<file path="src/rtl/or_multi_pkg.sv">
// -----------------------------------------------------------------------------
// or_multi_pkg
// Shared types and defaults for the or_multi_sticky aggregate event flag.
//   state_t        : FSM encoding (IDLE, HOLD, WAIT_CLR)
//   DEF_*          : default parameter values
//   lowest_set_idx : index of the lowest set bit of a vector up to MAX_N wide
// -----------------------------------------------------------------------------
package or_multi_pkg;

  typedef enum logic [1:0] {
    IDLE     = 2'd0,
    HOLD     = 2'd1,
    WAIT_CLR = 2'd2
  } state_t;

  localparam int DEF_N        = 5;
  localparam int DEF_MIN_HOLD = 3;
  localparam int DEF_CNT_W    = 8;
  localparam int MAX_N        = 32;
  localparam int MAX_ID_W     = 5;

  // Callers zero-extend narrower vectors to MAX_N; returns 0 for an all-zero vector.
  function automatic logic [MAX_ID_W-1:0] lowest_set_idx(input logic [MAX_N-1:0] v);
    logic [MAX_ID_W-1:0] idx;
    idx = '0;
    for (int i = MAX_N - 1; i >= 0; i--) begin
      if (v[i]) idx = MAX_ID_W'(i);
    end
    return idx;
  endfunction

endpackage

</file>
<file path="src/rtl/or_multi_sticky_if.sv">
// -----------------------------------------------------------------------------
// or_multi_sticky_if
// Event/status bundle between event sources and or_multi_sticky.
//   in_vec, mask, clr_vec : driven by the master (event side)
//   w, status, first_id, event_cnt : driven by the slave (or_multi_sticky)
// -----------------------------------------------------------------------------
interface or_multi_sticky_if #(
  parameter int N     = 5,
  parameter int CNT_W = 8,
  parameter int ID_W  = 3
);
  logic [N-1:0]     in_vec;
  logic [N-1:0]     mask;
  logic [N-1:0]     clr_vec;
  logic             w;
  logic [N-1:0]     status;
  logic [ID_W-1:0]  first_id;
  logic [CNT_W-1:0] event_cnt;

  modport master (
    output in_vec, mask, clr_vec,
    input  w, status, first_id, event_cnt
  );

  modport slave (
    input  in_vec, mask, clr_vec,
    output w, status, first_id, event_cnt
  );
endinterface

</file>
<file path="src/rtl/or_multi_prio_enc.sv">
// -----------------------------------------------------------------------------
// or_multi_prio_enc
// N-bit lowest-index-wins priority encoder.
//   i_vec   : request vector
//   o_idx   : index of the lowest set bit (0 when none set)
//   o_valid : at least one bit of i_vec set
// -----------------------------------------------------------------------------
module or_multi_prio_enc
  import or_multi_pkg::*;
#(
  parameter int N    = DEF_N,
  parameter int ID_W = (N > 1) ? $clog2(N) : 1
) (
  input  logic [N-1:0]    i_vec,
  output logic [ID_W-1:0] o_idx,
  output logic            o_valid
);

  logic [MAX_N-1:0]    w_vec_ext;
  logic [MAX_ID_W-1:0] w_idx_full;

  assign w_vec_ext  = MAX_N'(i_vec);
  assign w_idx_full = lowest_set_idx(w_vec_ext);
  assign o_idx      = ID_W'(w_idx_full);
  assign o_valid    = |i_vec;

endmodule

</file>
<file path="src/rtl/or_multi_sticky.sv">
// -----------------------------------------------------------------------------
// or_multi_sticky
// Masked OR of N event channels into a registered flag w, with per-channel
// sticky status, a minimum w-high time, first-hit channel capture and a
// saturating count of IDLE->HOLD transitions.
//   clk, rst : clock, asynchronous active-high reset
//   bus      : or_multi_sticky_if.slave (in_vec, mask, clr_vec -> w, status,
//              first_id, event_cnt)
// Build option: OR_MULTI_EDGE_EN makes inputs rising-edge sensitive (adds an
// in_vec history register); undefined leaves them level sensitive.
//
// state    | meaning
// IDLE     | w=0, waiting for any unmasked hit
// HOLD     | w=1, minimum-hold countdown running
// WAIT_CLR | w=1, hold done, waiting for all sticky bits to be cleared
// -----------------------------------------------------------------------------
module or_multi_sticky
  import or_multi_pkg::*;
#(
  parameter int N        = DEF_N,
  parameter int MIN_HOLD = DEF_MIN_HOLD,
  parameter int CNT_W    = DEF_CNT_W,
  parameter int ID_W     = (N > 1) ? $clog2(N) : 1
) (
  input  logic          clk,
  input  logic          rst,
  or_multi_sticky_if.slave bus
);

  localparam int HOLD_W = (MIN_HOLD > 1) ? $clog2(MIN_HOLD) : 1;

  logic [N-1:0]      w_hit;
  logic [N-1:0]      w_status_next;
  logic [N-1:0]      r_status;
  state_t            r_state, w_state_next;
  logic [HOLD_W-1:0] r_cnt, w_cnt_next;
  logic              r_w, w_w_next;
  logic [ID_W-1:0]   r_first_id, w_first_id_next, w_enc_idx;
  logic              w_enc_valid;
  logic [CNT_W-1:0]  r_event_cnt, w_event_cnt_next;

`ifdef OR_MULTI_EDGE_EN
  logic [N-1:0] r_in_q;

  always_ff @(posedge clk or posedge rst) begin
    if (rst) r_in_q <= '0;
    else     r_in_q <= bus.in_vec;
  end

  assign w_hit = bus.in_vec & ~r_in_q & ~bus.mask;
`else
  assign w_hit = bus.in_vec & ~bus.mask;
`endif

  // Set wins over clear on the same bit; mask only gates new hits.
  assign w_status_next = (r_status & ~bus.clr_vec) | w_hit;

  or_multi_prio_enc #(
    .N    (N),
    .ID_W (ID_W)
  ) u_prio_enc (
    .i_vec   (w_hit),
    .o_idx   (w_enc_idx),
    .o_valid (w_enc_valid)
  );

  always_comb begin
    w_state_next     = r_state;
    w_cnt_next       = r_cnt;
    w_w_next         = r_w;
    w_first_id_next  = r_first_id;
    w_event_cnt_next = r_event_cnt;
    case (r_state)
      IDLE: begin
        if (w_enc_valid) begin
          w_state_next    = HOLD;
          w_w_next        = 1'b1;
          w_cnt_next      = HOLD_W'(MIN_HOLD - 1);
          w_first_id_next = w_enc_idx;
          if (r_event_cnt != '1) w_event_cnt_next = r_event_cnt + CNT_W'(1);
        end
      end
      HOLD: begin
        if (r_cnt != '0) begin
          w_cnt_next = r_cnt - HOLD_W'(1);
        end else if (|w_status_next) begin
          w_state_next = WAIT_CLR;
        end else begin
          w_state_next = IDLE;
          w_w_next     = 1'b0;
        end
      end
      WAIT_CLR: begin
        if (w_status_next == '0) begin
          w_state_next = IDLE;
          w_w_next     = 1'b0;
        end
      end
      default: begin
        w_state_next = IDLE;
        w_w_next     = 1'b0;
      end
    endcase
  end

  always_ff @(posedge clk or posedge rst) begin
    if (rst) begin
      r_state     <= IDLE;
      r_cnt       <= '0;
      r_w         <= 1'b0;
      r_status    <= '0;
      r_first_id  <= '0;
      r_event_cnt <= '0;
    end else begin
      r_state     <= w_state_next;
      r_cnt       <= w_cnt_next;
      r_w         <= w_w_next;
      r_status    <= w_status_next;
      r_first_id  <= w_first_id_next;
      r_event_cnt <= w_event_cnt_next;
    end
  end

  assign bus.w         = r_w;
  assign bus.status    = r_status;
  assign bus.first_id  = r_first_id;
  assign bus.event_cnt = r_event_cnt;

endmodule

</file>
<file path="src/flat_wrapper.sv">
// flat-port wrapper written by rule: the top's interface ports become plain ports
module or_multi_sticky_flat import or_multi_pkg::*;
#(
  parameter int N        = DEF_N,
  parameter int MIN_HOLD = DEF_MIN_HOLD,
  parameter int CNT_W    = DEF_CNT_W,
  parameter int ID_W     = (N > 1) ? $clog2(N) : 1
)
  (clk, rst, bus_in_vec, bus_mask, bus_clr_vec, bus_w, bus_status, bus_first_id, bus_event_cnt);
  or_multi_sticky_if #(.N(N), .CNT_W(CNT_W), .ID_W(ID_W)) bus_i ();
  input  logic clk;
  input  logic rst;
  input wire logic [$bits(bus_i.in_vec)-1:0] bus_in_vec;
  input wire logic [$bits(bus_i.mask)-1:0] bus_mask;
  input wire logic [$bits(bus_i.clr_vec)-1:0] bus_clr_vec;
  output wire logic [$bits(bus_i.w)-1:0] bus_w;
  output wire logic [$bits(bus_i.status)-1:0] bus_status;
  output wire logic [$bits(bus_i.first_id)-1:0] bus_first_id;
  output wire logic [$bits(bus_i.event_cnt)-1:0] bus_event_cnt;
  assign bus_i.in_vec = bus_in_vec;
  assign bus_i.mask = bus_mask;
  assign bus_i.clr_vec = bus_clr_vec;
  assign bus_w = bus_i.w;
  assign bus_status = bus_i.status;
  assign bus_first_id = bus_i.first_id;
  assign bus_event_cnt = bus_i.event_cnt;
  or_multi_sticky #(.N(N), .MIN_HOLD(MIN_HOLD), .CNT_W(CNT_W), .ID_W(ID_W)) u_core (.clk(clk), .rst(rst), .bus(bus_i));
endmodule
</file>
<file path="config.mk">
export PLATFORM = sky130hd
export DESIGN_NAME = or_multi_sticky_flat
export DESIGN_NICKNAME = d
export VERILOG_FILES = /design/src/rtl/or_multi_pkg.sv /design/src/rtl/or_multi_sticky_if.sv /design/src/rtl/or_multi_prio_enc.sv /design/src/rtl/or_multi_sticky.sv /design/src/flat_wrapper.sv
export SDC_FILE = /design/constraint.sdc
export NUM_CORES = 1
export LEC_CHECK = 0
export ABC_AREA = 0
export BUFFER_PORTS_ARGS = -buffer_cell sky130_fd_sc_hd__buf_2
export CAP_MARGIN = 20
export CORE_ASPECT_RATIO = 1.5
export CORE_MARGIN = 2
export CORE_UTILIZATION = 50
export CTS_CLUSTER_DIAMETER = 120
export DETAILED_ROUTE_END_ITERATION = 12
export PLACE_DENSITY = 0.8
export SYNTH_ARGS = -nofsm -noshare
export SYNTH_HDL_FRONTEND = slang
export SYNTH_SLANG_ARGS = --single-unit
</file>
<file path="constraint.sdc">
create_clock -name clk -period 2.4 [get_ports clk]
set_clock_uncertainty 0.2 [all_clocks]
set_input_delay 0.24 -clock clk [delete_from_list [all_inputs] [get_ports clk]]
set_output_delay 0.24 -clock clk [all_outputs]
set_load 0.02 [all_outputs]
</file>
# Yosys cells after proc, flatten, opt, wreduce, memory -nomap -nowiden
# Index checks and enable logic that the tools add are counted.
# word_totals
regBits	21
inputBits	17
output_inout_bits	17
wordCells	50
# classes
n_addsub	2
eq_ne	8
n_mux	18
bitwise_logic	5
n_reduce_logical	11
# op_table
cell	n
3-bit two-way mux	5
2-bit two-way mux	6
5-bit bitwise AND	2
5-bit NOT	2
5-bit OR reduction	2
3-bit AND reduction	3
8-bit by 1-bit adder with 8-bit output, second input constant	1
8-bit != test, second input constant	1
2-bit != test, second input constant	3
2-bit one-hot mux with 3 select lines	1
5-bit logical NOT	1
5-bit bitwise OR	1
1-bit two-way mux	4
2-bit by 1-bit != test with 1-bit output, second input constant	2
2-bit one-hot mux with 2 select lines	1
4-bit AND reduction	1
2-bit nonzero test	2
1-bit one-hot mux with 3 select lines	1
2-bit by 1-bit equality test with 1-bit output, second input constant	1
2-bit equality test, second input constant	1
2-bit logical NOT	1
2-bit AND reduction	1
2-bit by 1-bit subtractor with 2-bit output, second input constant	1

# Depth between registers and ports, before layout
# Gate-level depths: netlist of the first run.
# logic_depth
word_depth	7
depth_mapped	5

# Modules after synthesis
# A second synthesis of the first run with hierarchy kept.
# unflattened
hier_cells	95
area_unflattened_um2	1048.5
# by_module_without_submodules
module	n_inst	cells_per_inst	area_each_um2
or_multi_sticky	1	87	999.7
or_multi_prio_enc	1	8	48.8

# Least setup slack after synthesis of the first run
# No wires, ideal clock.
# synth_timing
kind	register to register
startpoint	register u_core.r_event_cnt[2], in the netlist u_core.bus.event_cnt[2]
endpoint	register u_core.r_event_cnt[7], in the netlist u_core.bus.event_cnt[7]
setup_time_ns	0.128
t_arrival_ns	1.523
path_slack_ns	0.550
path_stages_with_launch	5
n_path_buf	0
cell_sequence	dfrtp_1 > and3_1 > nand4_1 > a2111oi_4 > mux2_1
# synth_via
elab_chain_cells	2
word_cells_on_any_way	3
# synth_lines
element	line_no	text
start: declaration	or_multi_sticky.sv:40	logic [CNT_W-1:0] r_event_cnt, w_event_cnt_next;
start signal: assignment	or_multi_sticky.sv:120	r_event_cnt <= w_event_cnt_next;
parallel branches: the longest is 2 deep, another holds 8-bit by 1-bit adder with 8-bit output	-	
# Several ways; the timed one is not identified.
# A chain may end at the register's enable or synchronous reset.

# Worst setup path in the final report of the first run
# layout_timing
startpoint	input bus_in_vec[1]
endpoint	register u_core.r_event_cnt[7], in the netlist u_core.bus.event_cnt[7]
# layout_via
elab_chain_cells	3
# layout_lines
element	line_no	text
start: declaration	flat_wrapper.sv:13	input wire logic [$bits(bus_i.in_vec)-1:0] bus_in_vec;
5-bit bitwise AND	or_multi_sticky.sv:52	assign w_hit = bus.in_vec & ~bus.mask;
5-bit OR reduction	or_multi_prio_enc.sv:25	assign o_valid = |i_vec;
3-bit AND reduction (no line)	-	
# Every way passes these cells.

==> results of run 1 <==
[power by group]
group	switching, mW	internal, mW	leakage [nW]	total [mW]
clock	0.102	0.0647	0.0150	0.166
sequential	0.152	0.490	0.252	0.642
combinational	0.394	0.293	0.385	0.686
[registers in the layout (all words and copies together), names as in the netlist]
register	count
u_core.r_cnt	2
u_core.bus.event_cnt	8
u_core.bus.status	5
u_core.r_state	2
u_core.bus.w	1
u_core.bus.first_id	3
[layer usage]
layer	track usage (%)	routed length (um)
met5	0	0
met1	22.2	838
met2	38.9	1310
met3	2.93	123
met4	10.3	50
[worst register-to-register path: stages, from the launching register on]
cell	delay (ns)
dfrtp_1	0.47
and3_1	0.23
nand4_1	0.16
a2111oi_4	0.35
mux2_1	0.35
[worst paths after layout]
kind	startpoint	cells after the start	to
worst max-delay path	bus_in_vec[1]	6	u_core.bus.event_cnt[7]
worst max register to register	u_core.bus.event_cnt[2]	4	u_core.bus.event_cnt[7]
max in group asynchronous	rst	3	u_core.r_cnt[0]
min in group asynchronous	rst	3	u_core.bus.status[4]
worst min register to register	u_core.bus.first_id[1]	1	u_core.bus.first_id[1]
worst min-delay path	bus_clr_vec[3]	2	u_core.bus.status[3]
[what timing repair did]
item / in CTS / in global routing
hold endpoints to repair: 24 / 0
gates resized for setup: 0 / 0
buffers inserted: 0 / 0
hold buffers: 4 / 0
[synth_stat cells]
| cell type | count |
|---|---|
| mux2_2 | 3 |
| nor2b_1 | 1 |
| o2111ai_1 | 4 |
| or4_1 | 1 |
| nand2b_1 | 7 |
| o21ai_0 | 5 |
| o32a_1 | 1 |
| buf_6 | 1 |
| a21boi_1 | 1 |
| mux2i_1 | 2 |
| a211oi_1 | 2 |
| or2_2 | 1 |
| mux2_1 | 1 |
| nand2_1 | 11 |
| a2111oi_4 | 1 |
| a21o_1 | 1 |
| a21oi_1 | 6 |
| clkbuf_1 | 1 |
| and4_4 | 1 |
| nor3b_1 | 1 |
| nand2b_4 | 2 |
| dfrtp_1 | 21 |
| nand3_1 | 3 |
| o21ai_1 | 1 |
| nor2_2 | 1 |
| inv_1 | 8 |
| a31o_2 | 1 |
| and2_1 | 1 |
| o31a_1 | 2 |
| nor3_1 | 1 |
| buf_2 | 2 |
| xor2_1 | 4 |
| and3_1 | 1 |
| nand4_1 | 3 |
| ha_1 | 2 |
[per-stage QoR]
stage | hold WS, ns | setup slack [ns] | cells | utilization [%]
after global routing | 0.000493 | 0.410 | 165 | 65.5
after CTS | 0.00116 | 0.513 | 165 | 65.5
final | -0.00298 | 0.497 | 165 | 65.5
after floorplan | 0.0165 | 0.550 | 105 | -
after detailed placement | 0.236 | 0.546 | 157 | 62.3
after global placement | 0.218 | 0.582 | 157 | 62.3
[logic make-up after synthesis]
group / share of synthesized area (%)
xor gates and xnor gates: 3.17
buffers and inverters: 4.99
and+or+nand+nor: 18.9
DFF: 47.6
AOI/OAI and AO/OA: 17.1
muxes: 5.90
adders and majority gates: 2.27
[final cells by class]
| class | instances | area [um2] |
|---|---|---|
| Tap cell | 22 | 27.5 |
| Timing Repair Buffer | 38 | 213 |
| Sequential cell | 21 | 526 |
| Fill cell | 166 | 707 |
| Multi-Input combinational cell | 72 | 523 |
| Clock buffer | 4 | 26.3 |
| Inverter | 8 | 30.0 |
==> summary.txt, run 1 <==
Yosys
  • Yosys reg bits: 21
  • Largest area contributor in the netlist: dfrtp_1
  • Area share of the largest cell type after synthesis: 47.6%
  • Syn nets: 124
  • YS warnings: 0
  • Post-Syn Area: 1100 um2
  • Dominant cells by area after synthesis: dfrtp_1 (48%), nand2b_1 (4.0%), nand2_1 (3.7%)
  • Sequential fraction of the synthesis area: between 40% and 50%
  • Avg Synthesized Cell Area: roughly 11 um2
  • Mapped Cells: about 110
  • Synth cell types: 35

Power and ir drop
  • PD cells: roughly 1100 nW/um2
  • Tot Pwr: around 1.5 mW
  • Max rail drop VDD: slightly below 0.7 mV
  • Leak: roughly 0.65 nW

Global route
  • Largest net degree at the start of global routing: 22
  • All-Layer GR Usage: between 20% and 30%
  • Initial antenna violation count: 0
  • Vias in the first global route: between 900 and 1000
  • Total gr overflow: 0
  • First-pass GRT wire length: about 4000 um

Detailed routing
  • DR vias: 935
  • WL final: ~2300 um
  • Initial DRC count: 15
  • Final ANT Viol Nets: 0
  • Residual DRC: 0
  • Wirelength per Cell: roughly 14 um
  • DR vias/cell: roughly 5.7
  • First-pass DRT Iterations: 4

Timing
  • Total Neg Setup Slack: 0 ns
  • Max Fclk: between 500 and 600 MHz
  • RSZ-0062 raised after global routing: false
  • Fin crit share: between 70 and 80%
  • Endpoints failing hold: 1
  • Worst-margin pin slew: just under 0.8 ns
  • Max Slew Vio Count: 0
  • Hold Worst Slack: -0.00298 ns
  • Tmin final: around 1.9 ns
  • Final setup fails: 0
  • Slew headroom: about half

Setup path
  • Slowest-stage cell, CP: dlygate4sd3_1
  • Worst reg-to-reg setup slack: approximately 0.53 ns
  • CP max FO: 9
  • Crit path DAT: approximately 1.9 ns
  • Family with the most delay on the worst path: buffers and inverters
  • Worst path buffer plus inverter count: 2
  • CP endpoint kind: flip-flop
  • Cells along the critical path: dlygate4sd3_1 > buf_2 > nand2b_4 > and4_4 > a2111oi_4 > mux2_1
  • Setup CP Type: in2reg
  • Worst stage delay on the critical path: between 0.5 and 0.6 ns
  • Critical Path Start Type: primary input
  • CP required: between 2 and 2.5 ns

Clocking
  • H-tree Lvls: 1
  • Clock Latency Late Sink: about 0.30 ns
  • Clock-pin slew on the worst setup and hold paths: about 0.11 ns
  • Longest Clk Path Bufs: 2
  • CTS root buffer: clkbuf_4
  • Clock Sink Count: 21
  • TritonCTS clock tree: built
  • CTS Buf Count: 3

Floorplan
  • Die area: roughly 2600 um2
  • Die Span Y: just over 60 um
  • Core ar.: between 2000 and 2500 um2
  • # IOs: 34
  • Std cell rows: 20
  • Die W: 42.4 um
  • Initial core utilization: a little over half

Layout
  • # nets final: roughly 160
  • Area grow syn2layout: 21.9%
  • Diode count: 0
  • Fraction of layout cells with a size suffix above 1: 32.9%
  • Design area: around 1300 um2
  • Commonest non-fill, non-tap cells in the layout: buf_2 (33), dfrtp_1 (21), nand2_1 (11)
  • Leading cell type in the layout, fill and taps excluded: buf_2

Job
  • Max_cap viols: 0

Placed design
  • Final HPWL DP: between 1500 and 2000 um
  • Post-placement cell area: 1280 um2
  • GP Congestion: between 0.8 and 0.9
  • Port Buf Inserts: 33

Status
  • Outcome: complete, but fails checks
  • Failing checks: negative hold slack

Min path
  • Min-delay worst type: in2reg
No activity file was read; power rests on OpenSTA's default activity.
==> run 2, diff against run 1 <==
--- a/config.mk
+++ b/config.mk
@@ -10,10 +10,10 @@
 export CAP_MARGIN = 20
 export CORE_ASPECT_RATIO = 1.5
 export CORE_MARGIN = 2
-export CORE_UTILIZATION = 50
+export CORE_UTILIZATION = 45
 export CTS_CLUSTER_DIAMETER = 120
 export DETAILED_ROUTE_END_ITERATION = 12
-export PLACE_DENSITY = 0.8
+export PLACE_DENSITY = 0.76
 export SYNTH_ARGS = -nofsm -noshare
 export SYNTH_HDL_FRONTEND = slang
 export SYNTH_SLANG_ARGS = --single-unit
==> constraint.sdc (replaced) <==
create_clock -name clk -period 1.7 [get_ports clk]
set_clock_uncertainty 0.2 [all_clocks]
set_input_delay 0.17 -clock clk [delete_from_list [all_inputs] [get_ports clk]]
set_output_delay 0.17 -clock clk [all_outputs]
set_load 0.02 [all_outputs]
==> run 2 against run 1 <==
  * The run now ends clean
  * Wire length is 9.5% higher
  * First-iteration DRC count stayed put
  * Critical path depth is 1 lower
  * Count of clock-buffer cells in the layout is 1 lower
  * Via count is 6.1% higher
  * Worst hold slack better by 0.034 ns
  * Non-clock buffer count is 19 higher
  * Global-route usage is 1.3 points lower
  * Total power is 65% higher
  * Sequential cell count stayed put
  * Combinational power is 95% higher
  * Sequential power is 38% higher
  * Critical endpoint is now u_core.bus.event_cnt[1]
  * Largest power group unchanged
==> summary.txt, run 2 (synthesis gave the netlist of run 1 again) <==
Status
  • Outcome: complete, no violations

Clocking
  • TritonCTS clock tree: built
  • Clock Sink Count: 21
  • Clock-pin slew on the worst setup and hold paths: around 0.12 ns
  • H-tree Lvls: 1
  • Clock Latency Late Sink: 0.30 ns
  • CTS Buf Count: 3
  • CTS root buffer: clkbuf_4
  • Longest Clk Path Bufs: 2

Timing
  • Total Neg Setup Slack: 0 ns
  • Endpoints failing hold: 0
  • Slew headroom: 71.6%
  • Final setup fails: 0
  • Fin crit share: 99.8%
  • Max Slew Vio Count: 0
  • Worst-margin pin slew: between 0.4 and 0.5 ns
  • RSZ-0062 raised after global routing: true
  • Hold Worst Slack: a little over 0.03 ns
  • Tmin final: about 1.7 ns
  • Max Fclk: 590 MHz

Floorplan
  • Die area: about 2900 um2
  • Die Span Y: 64.7 um
  • Die W: around 44 um
  • Std cell rows: 22
  • Core ar.: about 2400 um2
  • # IOs: 34
  • Initial core utilization: ~46%

Layout
  • # nets final: between 150 and 200
  • Design area: between 1500 and 2000 um2
  • Post-layout utilization of the core: between 60% and 70%
  • Fraction of layout cells with a size suffix above 1: slightly above 50%
  • Commonest non-fill, non-tap cells in the layout: buf_2 (32), buf_4 (17), dfrtp_1 (14)
  • Area grow syn2layout: 44.7%
  • Diode count: 0
  • Leading cell type in the layout, fill and taps excluded: buf_2
  • Max reg flops: 8

Global route
  • Total gr overflow: 0
  • Initial antenna violation count: 0
  • First-pass GRT wire length: roughly 4200 um
  • Largest net degree at the start of global routing: 22
  • All-Layer GR Usage: 19.2%
  • Vias in the first global route: 948

Detailed routing
  • First-pass DRT Iterations: 4
  • Met1 WL: 1060 um
  • Highest Signal Layer: met4
  • WL met3: approximately 63 um
  • Wirelength per Cell: 13.7 um
  • DR vias/cell: about 5.3
  • Residual DRC: 0
  • DR vias: about 990
  • Initial DRC count: 15
  • WL final: between 2000 and 3000 um
  • Met2 wire length: roughly 1400 um
  • Final ANT Viol Nets: 0

Power and ir drop
  • PD cells: 1550 nW/um2
  • Tot Pwr: 2.47 mW
  • Max rail drop VDD: roughly 1.1 mV
  • Leak: ~0.75 nW

Setup path
  • Setup CP Type: reg2reg
  • CP required: between 1.5 and 2 ns
  • Reg2Reg Depth: 5
  • Crit path DAT: between 1.5 and 2 ns
  • Critical Path Start Type: flip-flop
  • Worst stage delay on the critical path: 0.45 ns
  • CP endpoint kind: flip-flop
  • Cells along the critical path: ha_4 > nand4_1 > o21ai_2 > a21oi_2 > mux2_4
  • Slowest-stage cell, CP: dfrtp_2
  • Family with the most delay on the worst path: flip-flops
  • R2R Path End: u_core.bus.event_cnt[1]
  • Worst path buffer plus inverter count: 0
  • CP max FO: 5
  • Reg2reg start: u_core.bus.event_cnt[1]
  • Worst reg-to-reg setup slack: between 0.004 and 0.005 ns

Min path
  • Hold path cells: 3
  • Min-delay worst type: in2reg
  • Hold wc startpoint: bus_clr_vec[3]
  • Hold endpoint: u_core.bus.status[3]

Placed design
  • Final HPWL DP: about 1800 um
  • Port Buf Inserts: 33
  • GP Congestion: 0.773
  • Post-placement cell area: between 1000 and 1500 um2

Job
  • Max_cap viols: 0
-- run 2: cell types whose count changed in the layout (fill, tap and decap cells not counted), moves of 4 or more --
cell           change
buf_4             +16
dfrtp_1            -7
dfrtp_2            +7
dlygate4sd3_1      +4
-- run 2: worst register-to-register path, cell delays in order, from the launching register on --
cell and delay [ns]:
dfrtp_2 0.45, ha_4 0.17, nand4_1 0.19, o21ai_2 0.12
a21oi_2 0.15, mux2_4 0.31
-- run 2: layout make-up --
class	instances	area, um2
Inverter	8	30.0
Sequential cell	21	534
Fill cell	179	798
Clock inverter	1	5.00
Multi-Input combinational cell	72	607
Tap cell	24	30.0
Clock buffer	3	22.5
Timing Repair Buffer	57	368
-- run 2: metal layers --
layer  vias to the layer above  track usage (%)
met2                        21             32.4
met4                         0             8.71
met5                         -                0
met1                       482             23.9
li1                        483                -
met3                         6             1.95
-- run 2: worst max path at each step --
stage / start / endpoint / slack (ns) / cells after the start
6_report: u_core.bus.event_cnt[1] / u_core.bus.event_cnt[1] / 0.004 / 5
5_1_grt: u_core.bus.event_cnt[1] / u_core.bus.event_cnt[3] / -0.08 / 6
4_1_cts: u_core.bus.event_cnt[1] / u_core.bus.event_cnt[1] / 0.002 / 5
3_5_place_dp: u_core.bus.status[0] / u_core.bus.w / -0.01 / 4
3_3_place_gp: u_core.bus.status[0] / u_core.bus.w / 0.01 / 4
2_1_floorplan: u_core.bus.event_cnt[0] / u_core.bus.event_cnt[1] / -0.0009 / 5
-- run 2: through the flow --
stage,worst slack (ns),instances
final,0.00407,186
after global routing,-0.0758,186
after CTS,0.00175,182
after detailed placement,-0.0138,167
after global placement,0.0112,167
after floorplan,-0.000893,105
-- run 2: repair_timing --
item / 4_1_cts / 5_1_grt
setup buffers: 3 / 5
gates resized for setup: 5 / 8
setup endpoints to repair: 2 / 10
endpoints found under the hold margin: 25 / 0
pin swaps: 4 / 4
hold buffers: 8 / 0
-- run 2: report_power, final --
| group | switching (mW) | total, mW | internal, mW | leakage [nW] |
|---|---|---|---|---|
| sequential | 0.183 | 0.888 | 0.705 | 0.245 |
| combinational | 0.679 | 1.34 | 0.662 | 0.490 |
| clock | 0.154 | 0.242 | 0.0876 | 0.0177 |
==> run 3, diff against run 2 <==
--- a/config.mk
+++ b/config.mk
@@ -10,10 +10,10 @@
 export CAP_MARGIN = 20
 export CORE_ASPECT_RATIO = 1.5
 export CORE_MARGIN = 2
-export CORE_UTILIZATION = 45
+export CORE_UTILIZATION = 50
 export CTS_CLUSTER_DIAMETER = 120
 export DETAILED_ROUTE_END_ITERATION = 12
-export PLACE_DENSITY = 0.76
+export PLACE_DENSITY_LB_ADDON = 0.1
 export SYNTH_ARGS = -nofsm -noshare
 export SYNTH_HDL_FRONTEND = slang
 export SYNTH_SLANG_ARGS = --single-unit
==> constraint.sdc (replaced) <==
create_clock -name clk -period 1.6 [get_ports clk]
set_clock_uncertainty 0.2 [all_clocks]
set_input_delay 0.16 -clock clk [delete_from_list [all_inputs] [get_ports clk]]
set_output_delay 0.16 -clock clk [all_outputs]
set_load 0.02 [all_outputs]
==> run 3 against run 2 <==
  * The flow now finishes with violations (negative setup slack)
  * Wire length rose by 14%
  * Critical path depth unchanged
  * Sequential share of layout area is 1.9 points lower
  * Setup slack got worse by 0.083 ns
  * Sequential cell count unchanged
  * Critical endpoint unchanged
  * Fmax rose by 1.0%
  * Die area down 9.3%
  * Global-route usage is 4.5 points higher
  * Total power is 15% higher
  * Largest power group unchanged
  * Largest cell class unchanged
  * Worst hold slack better by 0.048 ns
==> summary.txt, run 3 (synthesis gave the netlist of run 1 again) <==
Status
  • Outcome: complete, but fails checks
  • Failing checks: negative setup slack

Placed design
  • Placed Cells: 176
  • Final HPWL DP: between 1500 and 2000 um
  • Port Buf Inserts: 33
  • Worst setup slack after placement: -0.115 ns
  • GP Congestion: 0.848
  • Post-placement cell area: approximately 1500 um2

Timing
  • Slew headroom: between 80% and 90%
  • Total Neg Setup Slack: -0.349 ns
  • Tmin final: between 1.5 and 2 ns
  • Worst-margin pin slew: between 0.2 and 0.3 ns
  • Fin worst setup slack: -0.0791 ns
  • Final setup fails: 7
  • Max Fclk: a little under 600 MHz
  • Endpoints failing hold: 0
  • Max Slew Vio Count: 0
  • RSZ-0062 raised after global routing: true
  • Hold Worst Slack: around 0.079 ns
  • Fin crit share: 105%

Layout
  • Max reg flops: 8
  • Area grow syn2layout: 54.0%
  • Non-filler cells in the finished layout: about 190
  • Diode count: 0
  • Post-layout utilization of the core: between 80% and 90%
  • Leading cell type in the layout, fill and taps excluded: buf_2
  • # nets final: about 190
  • Commonest non-fill, non-tap cells in the layout: buf_2 (33), buf_4 (24), dfrtp_1 (13)
  • Design area: 1700 um2
  • Fraction of layout cells with a size suffix above 1: 56.4%

Setup path
  • CP max FO: 5
  • Slowest-stage cell, CP: dfrtp_2
  • Setup CP Type: reg2reg
  • Crit path DAT: around 1.7 ns
  • Worst stage delay on the critical path: around 0.45 ns
  • Reg2reg start: u_core.bus.event_cnt[1]
  • CP endpoint kind: flip-flop
  • Cells along the critical path: ha_4 > nand4_1 > o21ai_2 > a21oi_2 > mux2_4
  • Critical Path Start Type: flip-flop
  • CP required: between 1.5 and 2 ns
  • CP startpoint: u_core.bus.event_cnt[1]

Floorplan
  • Die W: 42.4 um
  • Die Span Y: 61.5 um
  • Initial core utilization: approximately 54%
  • Die area: 2610 um2
  • # IOs: 34
  • Std cell rows: 20
  • Core ar.: 2050 um2

Global route
  • Largest net degree at the start of global routing: 22
  • All-Layer GR Usage: about a quarter
  • Vias in the first global route: roughly 1000
  • Initial antenna violation count: 0
  • Total gr overflow: 0
  • First-pass GRT wire length: approximately 4600 um

Detailed routing
  • Wirelength per Cell: 15.0 um
  • Residual DRC: 0
  • Final ANT Viol Nets: 0
  • WL final: around 2900 um
  • First-pass DRT Iterations: 5
  • Initial DRC count: 27
  • DR vias/cell: 5.38
  • DR vias: 1044

Job
  • Max_cap viols: 0

Clocking
  • Clock-pin slew on the worst setup and hold paths: roughly 0.12 ns
  • Clock Sink Count: 21
  • Clock Latency Late Sink: between 0.3 and 0.4 ns
  • CTS Buf Count: 3
  • CTS root buffer: clkbuf_4
  • TritonCTS clock tree: built
  • H-tree Lvls: 1
  • Longest Clk Path Bufs: 2

Power and ir drop
  • PD cells: between 1500 and 2000 nW/um2
  • Tot Pwr: ~2.8 mW
  • Leak: around 0.81 nW
  • Max rail drop VDD: between 1 and 1.5 mV

Min path
  • Min-delay worst type: in2reg
  • Hold wc startpoint: bus_in_vec[1]
==> run 3: cell type report <==
| cell class | instances | area (um2) |
|---|---|---|
| tap | 22 | 27.5 |
| timing repair buffer | 67 | 455 |
| inverter | 8 | 30.0 |
| sequential | 21 | 536 |
| fill | 119 | 353 |
| clock buffer | 4 | 26.3 |
| multi-input combinational | 72 | 624 |
==> run 3: worst paths after layout <==
kind	to	slack, ns	depth (start not counted)
setup reg to reg	u_core.bus.event_cnt[1]	-0.08	5
max in group asynchronous	u_core.bus.status[0]	0.73	4
setup / recovery	u_core.bus.event_cnt[1]	-0.08	5
hold / removal	u_core.bus.first_id[0]	0.08	5
min in group asynchronous	u_core.r_cnt[1]	0.23	4
hold reg to reg	u_core.bus.first_id[1]	0.30	1
==> run 3: where the power goes <==
part           internal [mW]  leakage (nW)  switching, mW
combinational          0.839         0.547          0.788
sequential             0.752         0.244          0.208
clock                 0.0975        0.0150          0.162
==> run 3: what timing repair did <==
item / 4_1_cts / 5_1_grt
hold endpoints to repair: 26 / 0
buffers inserted: 2 / 3
resized for setup: 10 / 8
hold buffers: 9 / 0
cloned: 0 / 0
setup endpoints to repair: 8 / 13
pin swaps: 6 / 5
==> run 3: critical path: cells and delay by family, from the launching register on <==
| family | cells | cell delay [ns] |
|---|---|---|
| AO/OA/AOI/OAI | 2 | 0.25 |
| flip-flops | 1 | 0.45 |
| AND/OR/NAND/NOR | 1 | 0.20 |
| adder cells (fa/ha/maj) | 1 | 0.17 |
| multiplexers | 1 | 0.31 |
==> run 3: per-layer routing <==
layer	GRT usage (%)	part of all wire [%]
met5	0	0
met4	11.6	1.5
met3	1.76	2.8
met2	44.8	58
met1	26.9	38
